### src/rtl/uart_baud_gen.sv
// uart_baud_gen: runtime-programmable UART baud generator.
// One divider produces an oversampled rx_tick, a 1x tx_tick coincident with
// the rx_tick that wraps the oversample phase, and the phase index itself.
// Optional feature macro: UART_FRAC_DIV_EN adds a fractional accumulator so
// that the mean period is D + F/2^FRAC_W clk cycles.
module uart_baud_gen #(
  parameter int SYS_CLK      = 50000000,
  parameter int BAUD_DEFAULT = 9600,
  parameter int OVERSAMPLE   = 16,
  parameter int DIV_W        = 16,
  parameter int FRAC_W       = 4
) (
  input  logic                          clk,
  input  logic                          rst,
  input  logic                          baud_en,
  input  logic [DIV_W-1:0]              div_int,
  input  logic [FRAC_W-1:0]             div_frac,
  input  logic                          div_load,
  output logic                          rx_tick,
  output logic                          tx_tick,
  output logic [$clog2(OVERSAMPLE)-1:0] rx_phase,
  output logic                          cfg_err
);

  localparam int PH_W    = $clog2(OVERSAMPLE);
  localparam int DIV_RST = (SYS_CLK / (BAUD_DEFAULT * OVERSAMPLE));

  localparam logic [DIV_W-1:0] DIV_RST_V = DIV_W'(DIV_RST);
  localparam logic [PH_W-1:0]  PH_MAX    = PH_W'(OVERSAMPLE - 1);
  localparam logic [DIV_W:0]   CNT_ONE   = (DIV_W+1)'(1);

  // Counter is one bit wider than the divisor so a D+1 period cannot overflow.
  logic [DIV_W:0]   count;
  logic [DIV_W-1:0] div_act;
  logic [DIV_W-1:0] shadow_int;
  logic             pending;
  logic [DIV_W:0]   period_last;
  logic             load_ok;
  logic             load_bad;
  logic             wrap;
  logic             apply_edge;
  logic             apply_now;
  logic [DIV_W-1:0] next_int;

  // A load is legal only when the divisor is at least 2.
  assign load_ok  = div_load && (div_int >= DIV_W'(2));
  assign load_bad = div_load && (div_int <  DIV_W'(2));

  // Divisor updates only take effect at a period boundary or while idle.
  assign wrap       = baud_en && (count == period_last);
  assign apply_edge = wrap || !baud_en;
  assign apply_now  = apply_edge && (pending || load_ok);

  // A load on the apply edge itself wins over an older shadow value.
  assign next_int = load_ok ? div_int : shadow_int;

`ifdef UART_FRAC_DIV_EN
  logic [FRAC_W-1:0] frac_act;
  logic [FRAC_W-1:0] shadow_frac;
  logic [FRAC_W-1:0] frac_acc;
  logic              extra;
  logic [FRAC_W-1:0] next_frac;
  logic [FRAC_W:0]   frac_sum;

  assign next_frac   = load_ok ? div_frac : shadow_frac;
  assign frac_sum    = {1'b0, frac_acc} + {1'b0, frac_act};
  assign period_last = {1'b0, div_act} + {{DIV_W{1'b0}}, extra} - CNT_ONE;

  // Fractional shadow/active registers follow the integer divisor.
  always_ff @(posedge clk or negedge rst) begin
    if (!rst) begin
      frac_act    <= '0;
      shadow_frac <= '0;
    end else begin
      if (load_ok)   shadow_frac <= div_frac;
      if (apply_now) frac_act    <= next_frac;
    end
  end

  // Accumulate fraction per period; a carry stretches the next period by 1.
  always_ff @(posedge clk or negedge rst) begin
    if (!rst) begin
      frac_acc <= '0;
      extra    <= 1'b0;
    end else if (!baud_en || apply_now) begin
      frac_acc <= '0;
      extra    <= 1'b0;
    end else if (wrap) begin
      frac_acc <= frac_sum[FRAC_W-1:0];
      extra    <= frac_sum[FRAC_W];
    end
  end
`else
  logic unused_frac;
  assign unused_frac = ^div_frac;
  assign period_last = {1'b0, div_act} - CNT_ONE;
`endif

  // Shadow register and pending flag for deferred divisor loads.
  always_ff @(posedge clk or negedge rst) begin
    if (!rst) begin
      shadow_int <= '0;
      pending    <= 1'b0;
    end else if (load_ok) begin
      shadow_int <= div_int;
      pending    <= !apply_edge;
    end else if (apply_edge) begin
      pending    <= 1'b0;
    end
  end

  // Active divisor: reset default, replaced only at an apply edge.
  always_ff @(posedge clk or negedge rst) begin
    if (!rst)           div_act <= DIV_RST_V;
    else if (apply_now) div_act <= next_int;
  end

  // Period counter: held at zero when disabled, restarts on wrap.
  always_ff @(posedge clk or negedge rst) begin
    if (!rst)         count <= '0;
    else if (!baud_en) count <= '0;
    else if (wrap)    count <= '0;
    else              count <= count + CNT_ONE;
  end

  // Oversample phase and both ticks; phase wraps by compare for any OVERSAMPLE.
  always_ff @(posedge clk or negedge rst) begin
    if (!rst) begin
      rx_tick  <= 1'b0;
      tx_tick  <= 1'b0;
      rx_phase <= '0;
    end else if (!baud_en) begin
      rx_tick  <= 1'b0;
      tx_tick  <= 1'b0;
      rx_phase <= '0;
    end else begin
      rx_tick <= wrap;
      tx_tick <= wrap && (rx_phase == PH_MAX);
      if (wrap) rx_phase <= (rx_phase == PH_MAX) ? '0 : rx_phase + PH_W'(1);
    end
  end

  // Rejected loads raise a single-cycle error pulse.
  always_ff @(posedge clk or negedge rst) begin
    if (!rst) cfg_err <= 1'b0;
    else      cfg_err <= load_bad;
  end

endmodule

### config.mk
export PLATFORM = sky130hd
export DESIGN_NAME = uart_baud_gen
export DESIGN_NICKNAME = d
export VERILOG_FILES = /design/src/rtl/uart_baud_gen.sv
export SDC_FILE = /design/constraint.sdc
export NUM_CORES = 1
export LEC_CHECK = 0
export ABC_CLOCK_PERIOD_IN_PS = 6300
export BUFFER_PORTS_ARGS = -buffer_cell sky130_fd_sc_hd__clkbuf_2
export CAP_MARGIN = 0
export CORE_ASPECT_RATIO = 0.9
export CORE_MARGIN = 4
export CORE_UTILIZATION = 65
export CTS_BUF_LIST = sky130_fd_sc_hd__clkbuf_8
export DETAILED_ROUTE_END_ITERATION = 8
export PLACE_DENSITY = 0.87
export SYNTH_ARGS = -nofsm -noshare
export SYNTH_HDL_FRONTEND = slang
export SYNTH_SLANG_ARGS = --single-unit
### constraint.sdc
create_clock -name clk -period 6.3 [get_ports clk]
set_input_delay 1.89 -clock clk [delete_from_list [all_inputs] [get_ports clk]]
set_output_delay 1.89 -clock clk [all_outputs]
set_load 0.01 [all_outputs]
==> results.json, run 1 <==
{
  "outcome": "complete, no violations",
  "met3_usage": 0.0877,
  "fin_crit_ps": 4260,
  "share_seq_of_total_power": 0.477,
  "period_share": 0.676,
  "synth.avg_cell_area_um2": 10.1,
  "holdPathStages": 2,
  "leakage_nw": 1.56,
  "r2r_cells": 9,
  "initial_core_util": 0.678,
  "vdd_drop_max_mv": 0.227,
  "numPortBuffers": 26,
  "r2r_end": "div_act[3]",
  "ant_nets": 0,
  "fillers": 330,
  "vias_per_cell": 5.74,
  "area_growth_syn_to_layout_pct": 10.6,
  "critical_path.max_fanout": 17,
  "root_buffer": "clkbuf_8",
  "p_sw_frac": 0.287,
  "tightest_slew_ps": 1140,
  "synth_fp_nets": 327,
  "power_density_nw_per_um2": 273,
  "power.switching_mw": 0.263,
  "timing.fmax_ghz": 0.235,
  "cts_setup_buffers": 0,
  "r2r_setup_slack_ps": 2160,
  "rows": 23,
  "via_count": 2245,
  "antenna_found_initial": 0,
  "slew_headroom": 0.239,
  "worstPathArrival_ps": 4490,
  "skew_ps": 8.76,
  "drt_iter0_drc": 83,
  "clkPwrFrac": 0.352,
  "grt_max_degree": 58,
  "grtUsageTotal": 0.235,
  "path_class": "input pin to register",
  "cts_tree": "yes",
  "syn-cell-area_um2": 3040,
  "ys_seq_area_frac": 0.471,
  "fin_worst_hold_slack_ps": 481,
  "tns_ps": 0,
  "layout.nets": 351,
  "die_h_um": 72.9,
  "internal-power_mw": 0.655,
  "dr.pass1.iters": 4,
  "drc_errors": 0,
  "finalSetupViolations": 0,
  "clk_latency_ps": 340,
  "seq_area_um2": 1430,
  "combinationalPowerShare": 0.171,
  "rsz0062_at_grt": "false",
  "multi_input_area_um2": 1500,
  "grt_pass1_vias": 2213,
  "top_usage_layer": "met2",
  "netlist.area_leader.share": 0.436,
  "ctsLongestPathBuffers": 2,
  "grt_pass1_wl_um": 10400,
  "grtUsageMet1": 0.325,
  "cts_sinks": 57,
  "n_antenna_cell": 0,
  "syn-instance-count": 300,
  "wire_per_inst_um": 15.4,
  "place.gp.congestion": 0.852,
  "hold_end": "shadow_int[1]",
  "worstHoldStart": "shadow_int[1]",
  "clk_pin_slew_ps": 70,
  "synth.distinct_cells": 49,
  "synth.area.top_cells": "dfrtp_1 44%, nand2_1 6.2%, xnor2_1 5.5%",
  "overflow": 0,
  "dieArea_um2": 5840,
  "layout-drive-gt1-share": 0.219,
  "place_hpwl_um": 4270,
  "wl_um": 6030,
  "cts-resized-gates": 0,
  "coreArea_um2": 4490,
  "final_area_um2": 3360,
  "die_x_um": 80.1,
  "synth_top_area_cell": "dfrtp_1",
  "hold_buffers": 0,
  "critPathLaunchType": "input pin",
  "htree_levels": 3,
  "hold_viol": 0,
  "required_ps": 6530,
  "maxCapViolations": 0,
  "end_kind": "register",
  "drv_slew": 0,
  "cts_buffers": 9,
  "placedInstanceArea_um2": 3180,
  "synth-seq-cells": 57,
  "ios": 31,
  "hp-class": "register to register",
  "use_met2": 0.344,
  "finalPower_mw": 0.918,
  "reg2reg_from": "div_act[1]",
  "yosys_warnings": 0
}
## synth_stat cells, drive strengths merged
cell	number
dfrtp	53
nand2	50
nor2	27
xnor2	19
mux2	17
xor2	16
clkbuf	11
nor4	10
nor3	8
nand3	7
inv	6
o21ai	6
and3	5
mux2i	5
nand2b	5
or4	5
buf	4
dfstp	4
nand4	4
or3	4
a22o	3
and2	3
ha	3
nor4b	3
or2	3
a31oi	2
and4	2
o31ai	2
a2111oi	1
a211oi	1
a221oi	1
a22oi	1
nand4b	1
nor2b	1
o211a	1
o211ai	1
o22ai	1
o31a	1
o41a	1
or3b	1
or4b	1
## state kept, by name (all words and copies together), names as in the netlist
register,flops
shadow_int,16
div_act,16
count,17
rx_phase,4
rx_tick,1
pending,1
tx_tick,1
cfg_err,1
## per-layer routing
layer  up-vias  wire [um]
met5         -          0
met3        12        304
met2        55       2830
li1       1091          -
met4         0        110
met1      1087       2780
## logic make-up (layout without fill, tap and decap cells)
family / after synthesis / after routing / synth area share
xor+xnor: 35 / 35 / 0.101
mux: 22 / 22 / 0.0917
buf+inv: 21 / 50 / 0.0366
flops: 57 / 57 / 0.471
compound gates: 22 / 22 / 0.0559
simple gates: 140 / 140 / 0.232
fa+ha+maj: 3 / 3 / 0.0123
## area by class of cell
class,count,share of cell area
inverter,6,0.00670
timing repair buffer,28,0.0432
clock inverter,7,0.0190
clock buffer,9,0.0368
sequential,57,0.426
tap,62,0.0231
multi-input combinational,222,0.446
## cells in the final DEF (no fill, tap or decap), types with 4 or more instances in the layout
cell type / count
dfrtp_1: 53
nand2_1: 50
nor2_1: 27
clkbuf_2: 26
xnor2_1: 19
xor2_1: 16
nor4_1: 10
mux2_4: 10
clkbuf_8: 9
inv_1: 8
nor3_1: 7
mux2_2: 7
nand3_1: 7
nand2b_1: 5
o21ai_0: 5
and3_1: 5
mux2i_1: 5
or4_1: 4
nand4_1: 4
dfstp_2: 4
## metrics by stage
step | std cells | worst slack [ps] | utilization
CTS | 391 | 2080 | 0.749
global route | 391 | 1870 | 0.749
global placement | 375 | 1710 | 0.707
finish | 391 | 2040 | 0.749
detailed placement | 375 | 1730 | 0.707
floorplan | 300 | 2520 | -
## power groups by stage
stage                     clock network, mW  registers (mW)  logic (mW)
after global placement                    0           0.442       0.148
after global routing                  0.346           0.443       0.174
after floorplan                           0           0.427       0.130
final                                 0.323           0.438       0.157
after CTS                             0.330           0.438       0.157
after detailed placement                  0           0.444       0.155
## how the worst max path moves through the flow
stage | from | slack (ps) | end | cells past startpoint
after floorplan | div_int[15] | 2520 | div_act[10] | 10
after global placement | div_int[4] | 1710 | div_act[1] | 9
after detailed placement | div_int[4] | 1730 | div_act[3] | 9
after CTS | div_int[6] | 2080 | div_act[3] | 9
after global routing | div_int[6] | 1870 | div_act[3] | 9
final | div_int[6] | 2040 | div_act[3] | 9
## worst max-delay path: stages
cell      delay, ps
clkbuf_2         90
nor4_1          320
and4_1          250
nand2b_1        110
buf_4           220
nor2b_1         250
or2_2           150
o41a_1          780
mux2_2          420
No activity file was read; power rests on OpenSTA's default activity.
==> inputs of run 2 (changes only) <==
ABC_AREA = 1   (was default)
ABC_CLOCK_PERIOD_IN_PS = 3500   (was 6300)
CORE_UTILIZATION = 55   (was 65)
PLACE_DENSITY = 0.78   (was 0.87)
clock period = 3.5 ns   (was 6.3 ns; I/O delays follow)
==> results.json, run 2 <==
{
  "power.switching_mw": 0.493,
  "rsz0062_at_grt": "false",
  "worstPathArrival_ps": 2810,
  "skew_ps": 10.7,
  "cp.depth": 13,
  "grtUsageTotal": 0.206,
  "die_h_um": 79.4,
  "leakage_nw": 1.84,
  "ys.flop_type": "dfrtp_1",
  "hold_buffers": 0,
  "wl_um": 6110,
  "regMostFlops": "count",
  "crit_slowest_cell": "dfstp_2",
  "ys_seq_area_frac": 0.459,
  "critPathTopFamily": "simple AND/OR/NAND/NOR gates",
  "synth_top_area_cell": "dfrtp_1",
  "final_area_um2": 3520,
  "finalPower_mw": 1.75,
  "clk_pin_slew_ps": 70,
  "cts_buffers": 9,
  "rows": 25,
  "power_density_nw_per_um2": 496,
  "die_x_um": 87.4,
  "cts-resized-gates": 0,
  "cpMostUsedCell": "nor2_1",
  "layout.nets": 469,
  "fillers": 483,
  "period_share": 0.733,
  "synth.area.top_cells": "dfrtp_1 43%, nand2_1 18%, nand3_1 8.2%",
  "critPathLaunchType": "register",
  "ios": 31,
  "synth.top_cells.by_count": "150 x nand2_1, 53 x dfrtp_1, 51 x nand3_1, 51 x nor2_1, 33 x inv_1",
  "timing.fmax_ghz": 0.390,
  "synth.distinct_cells": 33,
  "required_ps": 3740,
  "wire_per_inst_um": 11.9,
  "share_seq_of_total_power": 0.434,
  "mostFrequentLayoutCells": "150 x nand2_1, 53 x dfrtp_1, 51 x nand3_1, 51 x nor2_1, 34 x inv_1",
  "ant_nets": 0,
  "place.gp.congestion": 0.866,
  "r2r_end": "div_act[9]",
  "drt_iter0_drc": 194,
  "netlist.area_leader.share": 0.425,
  "initial_core_util": 0.580,
  "via_count": 2624,
  "antenna_found_initial": 0,
  "end_kind": "register",
  "htree_levels": 3,
  "grt_pass1_wl_um": 11200,
  "grt_pass1_vias": 2555,
  "numPortBuffers": 26,
  "area_growth_syn_to_layout_pct": 12.9,
  "clkPwrFrac": 0.406,
  "vias_per_cell": 5.11,
  "grt_max_degree": 58,
  "outcome": "complete, no violations",
  "r2r_setup_slack_ps": 930,
  "synth_fp_nets": 439,
  "r2r_cells": 13,
  "internal-power_mw": 1.25,
  "reg2reg_from": "div_act[0]",
  "drv_slew": 0,
  "tns_ps": 0,
  "layout-drive-gt1-share": 0.143,
  "crit_buf_inv": 1,
  "yosysMostFrequentCell": "nand2_1",
  "worstHoldStart": "shadow_int[6]",
  "synthArstFlopShare": 1.00,
  "hold_viol": 0,
  "largest_reg_flops": 17,
  "dr.pass1.iters": 4,
  "critical_path.max_fanout": 35,
  "clk_latency_ps": 340,
  "slew_headroom": 0.529,
  "path_class": "register to register",
  "place_hpwl_um": 4350,
  "combinationalPowerShare": 0.159,
  "vdd_drop_max_mv": 0.317,
  "n_antenna_cell": 0,
  "drc_errors": 0,
  "placedInstanceArea_um2": 3290,
  "finalSetupViolations": 0,
  "reg_top3": "count x17, div_act x16, shadow_int x16",
  "p_sw_frac": 0.283,
  "yosys_warnings": 0,
  "path_cells": "inv_1 -> ha_1 -> xnor2_1 -> nor2_1 -> nand3_1 -> nor2_1 -> nand3_1 -> nor2_1 -> nand3_2 -> nand2_4 -> nand2_4 -> nand2_1 -> nand2_1",
  "holdPathStages": 2,
  "root_buffer": "clkbuf_8",
  "fin_crit_ps": 2570,
  "synth-seq-cells": 57,
  "coreArea_um2": 5380,
  "cts_setup_buffers": 0,
  "tightest_slew_ps": 707,
  "hold_end": "shadow_int[6]",
  "synth.avg_cell_area_um2": 7.57,
  "crit_start": "div_act[0]",
  "hp-class": "register to register",
  "overflow": 0,
  "final_common_cell": "nand2_1",
  "synth_edf_count": 0,
  "cts_sinks": 57,
  "dieArea_um2": 6940,
  "cts_tree": "yes",
  "syn-cell-area_um2": 3120,
  "ctsLongestPathBuffers": 2,
  "slowest_delay_ps": 560,
  "maxCapViolations": 0,
  "syn-instance-count": 412
}
[run 2: changes by cell type after synthesis, moves of 6 or more]
cell and delta:
mux2_2 -6, inv_1 +27, xnor2_1 -14, mux2_4 -10
nor4_1 -7, nor2_1 +24, nand3_1 +44, nand2_1 +100
xor2_1 -6, clkbuf_1 -8
[run 2: worst max-delay path by stage]
stage / end / slack (ps)
final: div_act[9] / 930
after global routing: div_act[9] / 660
after global placement: div_act[14] / 890
after CTS: div_act[13] / 930
after floorplan: div_act[10] / 1030
after detailed placement: div_act[8] / 880
[run 2: cell families (layout without fill, tap and decap cells)]
family,after synthesis,count (layout),synth area share
and+or+nand+nor,284,284,0.396
DFF,57,57,0.459
buffers and inverters,43,78,0.0602
xor gates and xnor gates,17,17,0.0566
AOI/OAI and AO/OA,7,7,0.0124
adders and majority gates,3,3,0.0120
muxes,1,1,0.00361
[run 2: tightest hold or removal path, stage by stage, from the launching register on]
cell and delay (ps):
dfrtp_1 330, nand2_1 50, nand2_1 70
[run 2: power groups by stage]
stage	Combinational, mW	Clock [mW]	Sequential [mW]
2_1_floorplan	0.218	0	0.756
3_3_place_gp	0.269	0	0.767
3_5_place_dp	0.278	0	0.768
4_1_cts	0.281	0.721	0.757
5_1_grt	0.324	0.758	0.766
6_report	0.278	0.709	0.758
[run 2: area by class of cell]
| class | instances | area (um2) | share of cell area |
|---|---|---|---|
| tap | 67 | 83.8 | 0.0238 |
| multi-input combinational | 312 | 1500 | 0.426 |
| clock inverter | 5 | 78.8 | 0.0224 |
| sequential | 57 | 1430 | 0.407 |
| timing repair buffer | 29 | 153 | 0.0434 |
| clock buffer | 11 | 151 | 0.0430 |
| inverter | 33 | 124 | 0.0352 |
[run 2: routing by layer]
layer	global-route usage	vias up	wire, um
met2	0.317	50	2680
met5	0	-	0
met3	0.0733	12	322
met4	0.0660	0	110
met1	0.270	1200	2990
li1	-	1362	-
[run 2: stage by stage]
step / worst slack, ps / util / hold WS, ps / std cells
after floorplan: 1030 / - / 439 / 412
after global placement: 895 / 0.612 / 456 / 498
after detailed placement: 878 / 0.612 / 461 / 498
after CTS: 926 / 0.654 / 481 / 514
after global routing: 657 / 0.654 / 503 / 514
final: 933 / 0.654 / 482 / 514
